File: src/rtl/wb_arbiter2.sv
// Two-to-one pipelined Wishbone arbiter with per-cycle ownership and outstanding-access tracking.
// Define WB_ARB_FIXED_PRIO_EN to make m0 win every tie; otherwise ties alternate round-robin.
module wb_arbiter2 #(
  parameter int unsigned AW      = 32,
  parameter int unsigned DW      = 32,
  parameter int unsigned MAX_OUT = 4
) (
  input  logic            clk,
  input  logic            rst,
  // master 0
  input  logic            m0_cyc,
  input  logic            m0_stb,
  input  logic            m0_we,
  input  logic [AW-1:0]   m0_adr,
  input  logic [DW-1:0]   m0_dat_o,
  input  logic [DW/8-1:0] m0_sel,
  output logic            m0_stall,
  output logic            m0_ack,
  output logic            m0_err,
  output logic [DW-1:0]   m0_dat_i,
  // master 1
  input  logic            m1_cyc,
  input  logic            m1_stb,
  input  logic            m1_we,
  input  logic [AW-1:0]   m1_adr,
  input  logic [DW-1:0]   m1_dat_o,
  input  logic [DW/8-1:0] m1_sel,
  output logic            m1_stall,
  output logic            m1_ack,
  output logic            m1_err,
  output logic [DW-1:0]   m1_dat_i,
  // shared slave port
  output logic            s_cyc,
  output logic            s_stb,
  output logic            s_we,
  output logic [AW-1:0]   s_adr,
  output logic [DW-1:0]   s_dat_o,
  output logic [DW/8-1:0] s_sel,
  input  logic            s_stall,
  input  logic            s_ack,
  input  logic            s_err,
  input  logic [DW-1:0]   s_dat_i
);

  localparam int unsigned CW = $clog2(MAX_OUT) + 1;

  localparam logic [1:0] IDLE = 2'd0;
  localparam logic [1:0] OWN0 = 2'd1;
  localparam logic [1:0] OWN1 = 2'd2;

  logic [1:0]    state, state_nxt;
  logic [CW-1:0] cnt, cnt_nxt;
  logic          full;
  logic          inc, dec;

  assign full = (cnt == CW'(MAX_OUT));

  // Shared-port mux and response routing; the non-owner is always held off.
  always_comb begin
    s_cyc    = 1'b0;
    s_stb    = 1'b0;
    s_we     = 1'b0;
    s_adr    = '0;
    s_dat_o  = '0;
    s_sel    = '0;
    m0_stall = 1'b1;
    m0_ack   = 1'b0;
    m0_err   = 1'b0;
    m0_dat_i = '0;
    m1_stall = 1'b1;
    m1_ack   = 1'b0;
    m1_err   = 1'b0;
    m1_dat_i = '0;
    case (state)
      OWN0: begin
        s_cyc    = m0_cyc;
        s_stb    = m0_stb & ~full;
        s_we     = m0_we;
        s_adr    = m0_adr;
        s_dat_o  = m0_dat_o;
        s_sel    = m0_sel;
        m0_stall = s_stall | full;
        m0_ack   = s_ack;
        m0_err   = s_err;
        m0_dat_i = s_dat_i;
      end
      OWN1: begin
        s_cyc    = m1_cyc;
        s_stb    = m1_stb & ~full;
        s_we     = m1_we;
        s_adr    = m1_adr;
        s_dat_o  = m1_dat_o;
        s_sel    = m1_sel;
        m1_stall = s_stall | full;
        m1_ack   = s_ack;
        m1_err   = s_err;
        m1_dat_i = s_dat_i;
      end
      default: ;
    endcase
  end

  assign inc = s_stb & ~s_stall;
  // A response with nothing outstanding is forwarded but not counted.
  assign dec = (s_ack | s_err) & (cnt != '0);

`ifdef WB_ARB_FIXED_PRIO_EN
  always_comb begin
    state_nxt = state;
    cnt_nxt   = cnt;
    if (inc && !dec) begin
      cnt_nxt = cnt + 1'b1;
    end else if (dec && !inc) begin
      cnt_nxt = cnt - 1'b1;
    end
    case (state)
      IDLE: begin
        if (m0_cyc) begin
          state_nxt = OWN0;
        end else if (m1_cyc) begin
          state_nxt = OWN1;
        end
      end
      OWN0: begin
        if (!m0_cyc) begin
          state_nxt = IDLE;
          cnt_nxt   = '0;
        end
      end
      OWN1: begin
        if (!m1_cyc) begin
          state_nxt = IDLE;
          cnt_nxt   = '0;
        end
      end
      default: begin
        state_nxt = IDLE;
        cnt_nxt   = '0;
      end
    endcase
  end

  always_ff @(posedge clk or posedge rst) begin
    if (rst) begin
      state <= IDLE;
      cnt   <= '0;
    end else begin
      state <= state_nxt;
      cnt   <= cnt_nxt;
    end
  end
`else
  logic last, last_nxt;

  always_comb begin
    state_nxt = state;
    cnt_nxt   = cnt;
    last_nxt  = last;
    if (inc && !dec) begin
      cnt_nxt = cnt + 1'b1;
    end else if (dec && !inc) begin
      cnt_nxt = cnt - 1'b1;
    end
    case (state)
      IDLE: begin
        // On a tie the master that did not own the bus last wins.
        if (m0_cyc && (!m1_cyc || last)) begin
          state_nxt = OWN0;
          last_nxt  = 1'b0;
        end else if (m1_cyc) begin
          state_nxt = OWN1;
          last_nxt  = 1'b1;
        end
      end
      OWN0: begin
        if (!m0_cyc) begin
          state_nxt = IDLE;
          cnt_nxt   = '0;
        end
      end
      OWN1: begin
        if (!m1_cyc) begin
          state_nxt = IDLE;
          cnt_nxt   = '0;
        end
      end
      default: begin
        state_nxt = IDLE;
        cnt_nxt   = '0;
      end
    endcase
  end

  always_ff @(posedge clk or posedge rst) begin
    if (rst) begin
      state <= IDLE;
      cnt   <= '0;
      last  <= 1'b1;
    end else begin
      state <= state_nxt;
      cnt   <= cnt_nxt;
      last  <= last_nxt;
    end
  end
`endif

endmodule

File: config.mk
export PLATFORM = sky130hd
export DESIGN_NAME = wb_arbiter2
export DESIGN_NICKNAME = d
export VERILOG_FILES = /design/src/rtl/wb_arbiter2.sv
export SDC_FILE = /design/constraint.sdc
export NUM_CORES = 1
export LEC_CHECK = 0
export ABC_CLOCK_PERIOD_IN_PS = 3600
export BUFFER_PORTS_ARGS = -buffer_cell sky130_fd_sc_hd__buf_2
export CAP_MARGIN = 20
export CORE_AREA = 2 2 125 127
export CTS_CLUSTER_DIAMETER = 60
export DETAILED_ROUTE_END_ITERATION = 8
export DIE_AREA = 0 0 127 129
export PLACE_DENSITY = 0.56
export SYNTH_ARGS = -nofsm -noshare
export SYNTH_HDL_FRONTEND = slang
export SYNTH_SLANG_ARGS = --single-unit
File: constraint.sdc
create_clock -name clk -period 3.6 [get_ports clk]
set_clock_uncertainty 0.05 [all_clocks]
set_input_delay 0.36 -clock clk [delete_from_list [all_inputs] [get_ports clk]]
set_output_delay 0.36 -clock clk [all_outputs]
set_load 0.05 [all_outputs]
* Word level (Yosys, flattened, before mapping)
Index checks and enable logic that the tools add are counted.
W data, S select, Z words.
** Operators by class
- Add/sub/neg operators :: 2
- Eq/ne operators :: 6
- Mux-type cells :: 26
- Bitwise gates (word level) :: 8
- Reduce and logical (&&, ||, !) cells :: 12
** Operators by type and width (count)
- $pmux W32 S2 :: 2
- $mux W32 :: 2
- $mux W3 :: 4
- $pmux W3 S3 :: 1
- $mux W1 :: 8
- $mux W2 :: 4
- $pmux W4 S2 :: 1
- $pmux W1 S2 :: 3
- $pmux W2 S3 :: 1
- $and A1 B1 Y1 :: 4
- $ne A2 B2 Y1 const B :: 2
- $add A3 B1 Y3 const B :: 1
- $eq A3 B3 Y1 const B :: 1
- $logic_and A1 B1 Y1 :: 3
- $logic_not A1 Y1 :: 3
- $ne A3 B3 Y1 const B :: 1
- $reduce_and A3 Y1 :: 1
- $reduce_bool A3 Y1 :: 1
- $sub A3 B1 Y3 const B :: 1
- $eq A2 B1 Y1 const B :: 1
- $eq A2 B2 Y1 const B :: 1
- $logic_not A2 Y1 :: 1
- $not A1 Y1 :: 2
- $or A1 B1 Y1 :: 2
- 3 further kinds :: 3
** Word-level totals
- Flip-flop bits (word level) :: 6
- Output and inout bits :: 141

* Logic depth before layout (Yosys ltp)
Gate-level depths: netlist of run 1.
- Word-level depth :: 11
- Mapped depth :: 7

* Least setup slack after synthesis of run 1
OpenSTA, ideal clock, no wires.
- Path type :: reg-to-output
- From :: register state[1]
- To :: output s_dat_o[10]
- Arrival time :: 2028 ps
- Slack :: 1162 ps
- Cell stages (with the launch flop) :: 8
- Cell sequence :: dfrtp_1 inv_1 ha_1 clkbuf_1 buf_2 buf_2 a22oi_1 nor2b_1
** On the way
- Longest elaborated chain between the ends :: 2
- Elaborated cells on any way between the ends :: 3
** RTL lines
- start, declared :: line 51 : logic [1:0] state, state_nxt;
- start signal, assigned :: line 200 : state <= state_nxt;
- $eq A2 B2 Y1 or $eq A2 B1 Y1 (tied branches) :: line 74 : case (state)
- $pmux W32 S2 (*) :: line 74
- end, declared :: line 37 : output logic [DW-1:0] s_dat_o,
Every way passes the cells marked *; elsewhere a longest branch is shown, timed or not.

* Worst setup path after layout of run 1
- From :: register state[0]
- To :: output s_dat_o[27]
The elaborated chain is that of the path after synthesis.

==> summary.md, run 1 <==
| Metric | Value |
|---|---|
| Rel. slew slack | 60.9% |
| Max-slew violations | 0 |
| Gr usage total | 10.6% |
| Share of layout cells above drive strength 1 | 56.8% |
| Final worst-path cycle share | 72.6% |
| Min Tclk post-route | approximately 2600 ps |
| Number of setup buffers added after CTS | 0 |
| WL met2 | 5380 um |
| Endpoints failing hold | 5 |
| Starting density of the core | between 10% and 20% |
| Nets | 783 |
| Total CTS buffers | 3 |
| Core area | 15,000 um^2 |
| Highest routed layer | met4 |
| Netlist cell types | 35 |
| Post-DP HPWL | 8370 um |
| Met1 Wirelength | 4060 um |
| Vias in the first global route | 2,813 |
| Fillers | 1,636 |
| Metal3 WL | 822 um |
| Critical Path AT | 2200 ps |
| CP Data Required Time | 3190 ps |
| DRT Wirelength | 10,300 um |
| Setup tns final | 0 ps |
| PostCTS Resize Cnt | 0 |
| Seq/Total Area, Yosys | 7.16% |
| Antenna diodes | 0 |
| Syn_area_per_cell | 7.09 um^2 |
| Peak VDD IR | 0.332 mV |
| Critical path endpoint category | output port |
| Pwr dens | approximately 910 nW/um^2 |
| Vias | 3,293 |
| Worst-path clk slew | ~40 ps |
| CP max FO | 38 |
| Final Wtd Congestion | about 0.74 |
| Clock Latency Late Sink | between 200 and 250 ps |
| Die height | 129 um |
| Row count | 45 |
| WHS | -7.18 ps |
| Number of max-cap violations | 0 |
| Register area | ~150 um^2 |
| Final setup fails | 0 |
| Root buf cell | clkbuf_16 |
| Post-synthesis cell area | 2110 um^2 |
| Initial antenna violation count | 0 |
| Largest net degree at the start of global routing | 56 |
| Residual DRC | 0 |
| Post-synthesis register bit count | 6 |
| RSZ-0062 raised after global routing | false |
| Leakage | 2.19 nW |
| WL per Instance | 13.1 um |
| Remaining Overflow, GRT | 0 |
| Overall Power | around 3.6 mW |
| CTS tree | yes |
| CTS sink cnt | 6 |
| First-pass DRT Iterations | 4 |
| CP Launch Type | flop |
| Multi-input gate area | 1780 um^2 |
| First-pass GRT wire length | 14,200 um |
| Outcome | complete, but fails checks |
| Failing checks | hold timing |
| Die area | around 16,000 um^2 |
| Commonest non-fill, non-tap cell in the layout | buf_2 |
| IO Count | 320 |
| Crit path kind | reg2out |
| Cells after synthesis | 298 |
| CTS Hold Buffers Added | 0 |
| Longest Clk Path Bufs | 2 |
| Syn nets | 485 |
| Most frequent cells in the layout | 319 x buf_2, 69 x a22oi_1, 69 x nor2b_1, 69 x and2_1, 6 x inv_1 |
| Synth Warn # | 0 |
| Worst slew pin tran | 586 ps |
| Layout area overhead | 86.4% |
| Antenna-violating nets left | 0 |
| I/O Buffers | 319 |
| Fmax | between 0.3 and 0.4 GHz |
| H-tree levels | 1 |
| Hold WC Path Type | in2async |
| DR iter-0 viols | 121 |
| Average via count per standard cell | 4.21 |
| Die Width | 127 um |
-- cell type report --
cell class                      count  share of cell area (%)
Tap cell                          188                    5.97
Sequential cell                     6                    3.84
Multi-Input combinational cell    254                    45.3
Clock buffer                        4                    2.00
Timing Repair Buffer              325                    42.3
Inverter                            6                   0.572
-- routing by layer --
metal  up-vias  global-route usage [%]
li1       1634                       -
met1      1453                    12.8
met2       204                    20.9
met3         2                    1.12
met4         0                    1.16
met5         -                       0
-- logic make-up (layout without fill, tap and decap cells) --
kind of cell / after synthesis / in the layout / share of synthesized area (%)
fa+ha+maj: 8 / 8 / 4.74
buf+inv: 38 / 335 / 9.24
mux: 5 / 5 / 2.84
compound gates: 88 / 88 / 30.6
simple gates: 153 / 153 / 45.4
flops: 6 / 6 / 7.16
-- cell usage after synthesis --
library cell | n | area share [%]
a211o_1 | 1 | 0.41
dfrtp_1 | 5 | 5.9
and3b_1 | 1 | 0.41
nand3_4 | 1 | 0.83
nand2_1 | 4 | 0.71
buf_1 | 1 | 0.18
inv_1 | 6 | 1.1
o21ai_0 | 4 | 0.95
nor2b_2 | 1 | 0.41
ha_1 | 8 | 4.7
a21oi_1 | 5 | 1.2
a221oi_1 | 2 | 0.83
nor3_1 | 1 | 0.24
buf_2 | 5 | 1.2
nor2b_1 | 69 | 20
and2_1 | 69 | 20
o22ai_1 | 1 | 0.30
or3_1 | 2 | 0.59
or3b_1 | 1 | 0.41
a31oi_1 | 1 | 0.30
bufbuf_16 | 1 | 1.5
o21a_1 | 1 | 0.36
mux2i_1 | 3 | 1.4
buf_6 | 1 | 0.53
clkbuf_8 | 1 | 0.65
a211oi_2 | 1 | 0.59
nand3_1 | 1 | 0.24
nor2_1 | 2 | 0.36
o211ai_1 | 1 | 0.36
a22o_1 | 2 | 0.83
a22oi_1 | 69 | 25
clkbuf_1 | 23 | 4.1
dfstp_2 | 1 | 1.2
mux2_4 | 2 | 1.4
or3_2 | 1 | 0.36
-- state kept, by name, indices dropped and copies added (netlist names) --
signal and flops:
state 2, cnt 3, last 1
-- report_power, final --
part           internal [mW]  total (mW)  switching (mW)  leakage (nW)
Sequential             0.100       0.129          0.0290        0.0754
Clock                  0.148       0.191          0.0437        0.0382
Combinational          0.946        3.26            2.31          2.08
Total                   1.19        3.58            2.39          2.19
-- final timing paths --
path	start	to	slack, ps	cells after the start
min reg2reg	last$_DFFE_PP1P_	last$_DFFE_PP1P_	480	2
max	state[0]$_DFFE_PP0P_	s_dat_o[27]	990	6
min in group clk	m0_cyc	last$_DFFE_PP1P_	330	2
max reg2reg	state[0]$_DFFE_PP0P_	cnt[1]$_DFF_PP0_	1400	6
max in group asynchronous	rst	last$_DFFE_PP1P_	3240	2
min	rst	state[0]$_DFFE_PP0P_	-7	2
-- worst max-delay path, stage by stage (launching register included) --
cell,delay [ps]
dfrtp_1,420
inv_1,150
ha_2,510
buf_12,260
a22oi_1,130
nor2b_1,190
buf_2,300
-- metrics by stage --
step,area (um^2),std cells,utilization [%],setup WS [ps],hold WS [ps]
after floorplan,2110,298,-,1160,100
final,3940,783,26.3,986,-7.18
after global routing,3940,783,26.3,861,33.0
after detailed placement,3860,779,25.8,1230,251
after CTS,3940,783,26.3,965,7.02
after global placement,3860,779,25.8,1210,256
No activity file was read; power rests on OpenSTA's default activity.
==> run 2, diff against run 1 <==
ABC_CLOCK_PERIOD_IN_PS = 2200   (was 3600)
CORE_AREA = 2 2 126 128   (was 2 2 125 127)
DIE_AREA = 0 0 128 130   (was 0 0 127 129)
PLACE_DENSITY = 0.57   (was 0.56)
clock period = 2.2 ns   (was 3.6 ns; I/O delays follow)
==> summary.md, run 2 (synthesized netlist as in run 1, its figures left out) <==
| Metric | Value |
|---|---|
| Outcome | completed |
| Top reg by flops | cnt |
| Metal3 WL | 824 um (+0.24%) |
| Met1 Wirelength | 4270 um (+5.3%) |
| Hold WC Path Type | in2reg |
| First-pass GRT wire length | 13,900 um (-2.0%) |
| Max-slew violations | 0 (unchanged) |
| Final Wtd Congestion | 0.772 (+4.9%) |
| IO Count | 320 (unchanged) |
| WP buf/inv | 3 (unchanged) |
| Die Width | 128 um (+0.79%) |
| Fillers | 1,708 (+4.4%) |
| Root buf cell | clkbuf_16 |
| H-tree levels | 1 (unchanged) |
| Multi-input gate area | 1930 um^2 (+8.4%) |
| Nets | 788 (+0.64%) |
| CTS sink cnt | 6 (unchanged) |
| Min-Delay Startpoint | m0_cyc |
| First-pass DRT Iterations | 4 (unchanged) |
| Worst-path clk slew | 30 ps (about the same) |
| CP delay by family, top | buffers and inverters |
| Die height | 130 um (+0.78%) |
| Max reg flops | 3 (unchanged) |
| Sw power | 4.09 mW (+71%) |
| Average via count per standard cell | 4.22 (+0.42%) |
| Remaining Overflow, GRT | 0 (unchanged) |
| Worst slew pin tran | 363 ps (-223 ps) |
| Peak VDD IR | 0.493 mV (+49%) |
| Rel. slew slack | 75.7% (+15 points) |
| Share of layout cells above drive strength 1 | 67.3% (+11 points) |
| I/O Buffers | 319 (unchanged) |
| Layout area overhead | 101% |
| Sw frac | 63.8% (-2.9 points) |
| Leakage | 2.28 nW (+4.0%) |
| Initial antenna violation count | 0 (unchanged) |
| Highest routed layer | met4 |
| Row count | 46 (+2.2%) |
| WL per Instance | 13.7 um (+4.5%) |
| Register area | 153 um^2 (+0.83%) |
| Number of max-cap violations | 0 (unchanged) |
| Cell Area, Placed | 4090 um^2 (+5.8%) |
| Endpoints failing hold | 0 (-5) |
| Commonest non-fill, non-tap cell in the layout | buf_2 |
| Most frequent cells in the layout | 305 x buf_2, 69 x a22oi_1, 69 x and2_1 |
| CP max FO | 29 (-24%) |
| DR iter-0 viols | 120 (-0.83%) |
| Final worst-path cycle share | 96.8% |
| CP Launch Type | flop |
| R2r setup slk | 250 ps (-1150 ps) |
| Comb pwr share | 91.9% (+0.9 points) |
| Longest Clk Path Bufs | 2 (unchanged) |
| Antenna diodes | 0 (unchanged) |
| CP Data Required Time | 1930 ps (-1260 ps) |
| Final setup fails | 0 (unchanged) |
| CP max stage cell | dfrtp_1 |
| Starting density of the core | 13.7% (-0.41 points) |
| Vias | 3,345 (+1.6%) |
| Sequential share of power | 3.4% (-0.2 points) |
| Max incr delay on CP | 430 ps (-80 ps) |
| Die area | 16,600 um^2 (+1.6%) |
| Fmax | 0.470 GHz |
| Pint | 2.33 mW (+95%) |
| Top flop regs | cnt x3, state x2, last x1 |
| Critical path endpoint category | output port |
| CTS tree | yes |
| Reg2reg end | cnt[1]$_DFF_PP0_ |
| Pwr dens | 1510 nW/um^2 (+66%) |
| DRT Wirelength | 10,900 um (+5.7%) |
| Total CTS buffers | 3 (unchanged) |
| Post-DP HPWL | 8380 um (about the same) |
| WL met2 | 5730 um (+6.5%) |
| Crit path kind | reg2out |
| Clock Latency Late Sink | 230 ps (about the same) |
| Gr usage total | 10.3% (-0.29 points) |
| Reg-to-reg critical path startpoint | state[0]$_DFFE_PP0P_ |
| Critical Path, Cell by Cell | inv_2, ha_2, clkbuf_16, a22oi_1, nor2b_2, buf_2 |
| Reg2reg path depth | 6 (unchanged) |
| Final instance area | 4260 um^2 (+8.0%) |
| Antenna-violating nets left | 0 (unchanged) |
| Clock share of power | 4.7% (-0.6 points) |
| RSZ-0062 raised after global routing | true |
| Critical Path AT | 1860 ps (-340 ps) |
| Vias in the first global route | 2,820 (+0.25%) |
| Residual DRC | 0 (unchanged) |
| End point of the worst hold path | last$_DFFE_PP1P_ |
| Core area | 15,400 um^2 (+3.0%) |
| Overall Power | 6.42 mW (+79%) |
| Min Tclk post-route | 2130 ps |
| Largest net degree at the start of global routing | 73 (+30%) |
| Critical path launch point | state[0]$_DFFE_PP0P_ |
| Hold depth | 2 |
[run 2: changes by cell type in the layout (fill, tap and decap cells not counted), moves of 2 or more]
cell / before / now
buf_2: 319 / 305
buf_12: 2 / 6
nor2b_2: 1 / 61
nor2b_1: 69 / 9
clkbuf_4: 0 / 8
clkbuf_16: 3 / 5
buf_4: 4 / 8
[run 2: worst max-delay path by stage]
stage / to / cells past startpoint / slack [ps]
after floorplan: s_dat_o[26] / 7 / 20
after global placement: s_dat_o[27] / 6 / 260
after detailed placement: s_we / 6 / 220
after CTS: s_dat_o[28] / 6 / 20
after global routing: s_dat_o[28] / 6 / -5
final: s_adr[28] / 6 / 70
[run 2: what timing repair did]
item	CTS	global route
buffers inserted	0	0
hold buffers	1	0
gates cloned	0	2
hold endpoints to repair	5	0
gates resized for setup	4	11
pin swaps	0	0
endpoints found under the setup margin	7	70
[run 2: stage by stage]
step / setup TNS, ps / utilization [%] / worst slack (ps) / cells / hold WS (ps)
after floorplan: 0 / - / 24.1 / 298 / -39.8
after global placement: 0 / 26.5 / 259 / 785 / 113
after detailed placement: 0 / 26.5 / 217 / 785 / 121
after CTS: 0 / 27.1 / 21.3 / 790 / 192
after global routing: -10.3 / 27.6 / -5.23 / 792 / 203
final: 0 / 27.6 / 71.5 / 792 / 197
[run 2: worst reg2reg max path: stages (launching register included)]
cell      delay, ps
dfrtp_1         430
inv_2           130
ha_2            300
mux2_4          350
nand3_4         120
mux2_4          310
a211oi_2        180
[run 2: cell type report]
cell class	instances	area share (%)
Tap cell	192	5.65
Timing Repair Buffer	330	42.9
Inverter	6	0.529
Multi-Input combinational cell	254	45.5
Clock buffer	4	1.85
Sequential cell	6	3.59
[run 2: power by group through the flow]
stage / Clock, mW / Combinational (mW) / Sequential [mW]
finish: 0.302 / 5.90 / 0.219
global route: 0.318 / 6.25 / 0.228
CTS: 0.310 / 5.74 / 0.217
detailed placement: 0 / 5.72 / 0.216
global placement: 0 / 5.70 / 0.212
floorplan: 0 / 4.47 / 0.199
[run 2: routing by layer]
layer	global-route usage [%]	up-vias
li1	-	1655
met1	11.9	1490
met2	20.7	198
met3	1.39	2
met4	1.03	0
met5	0	-
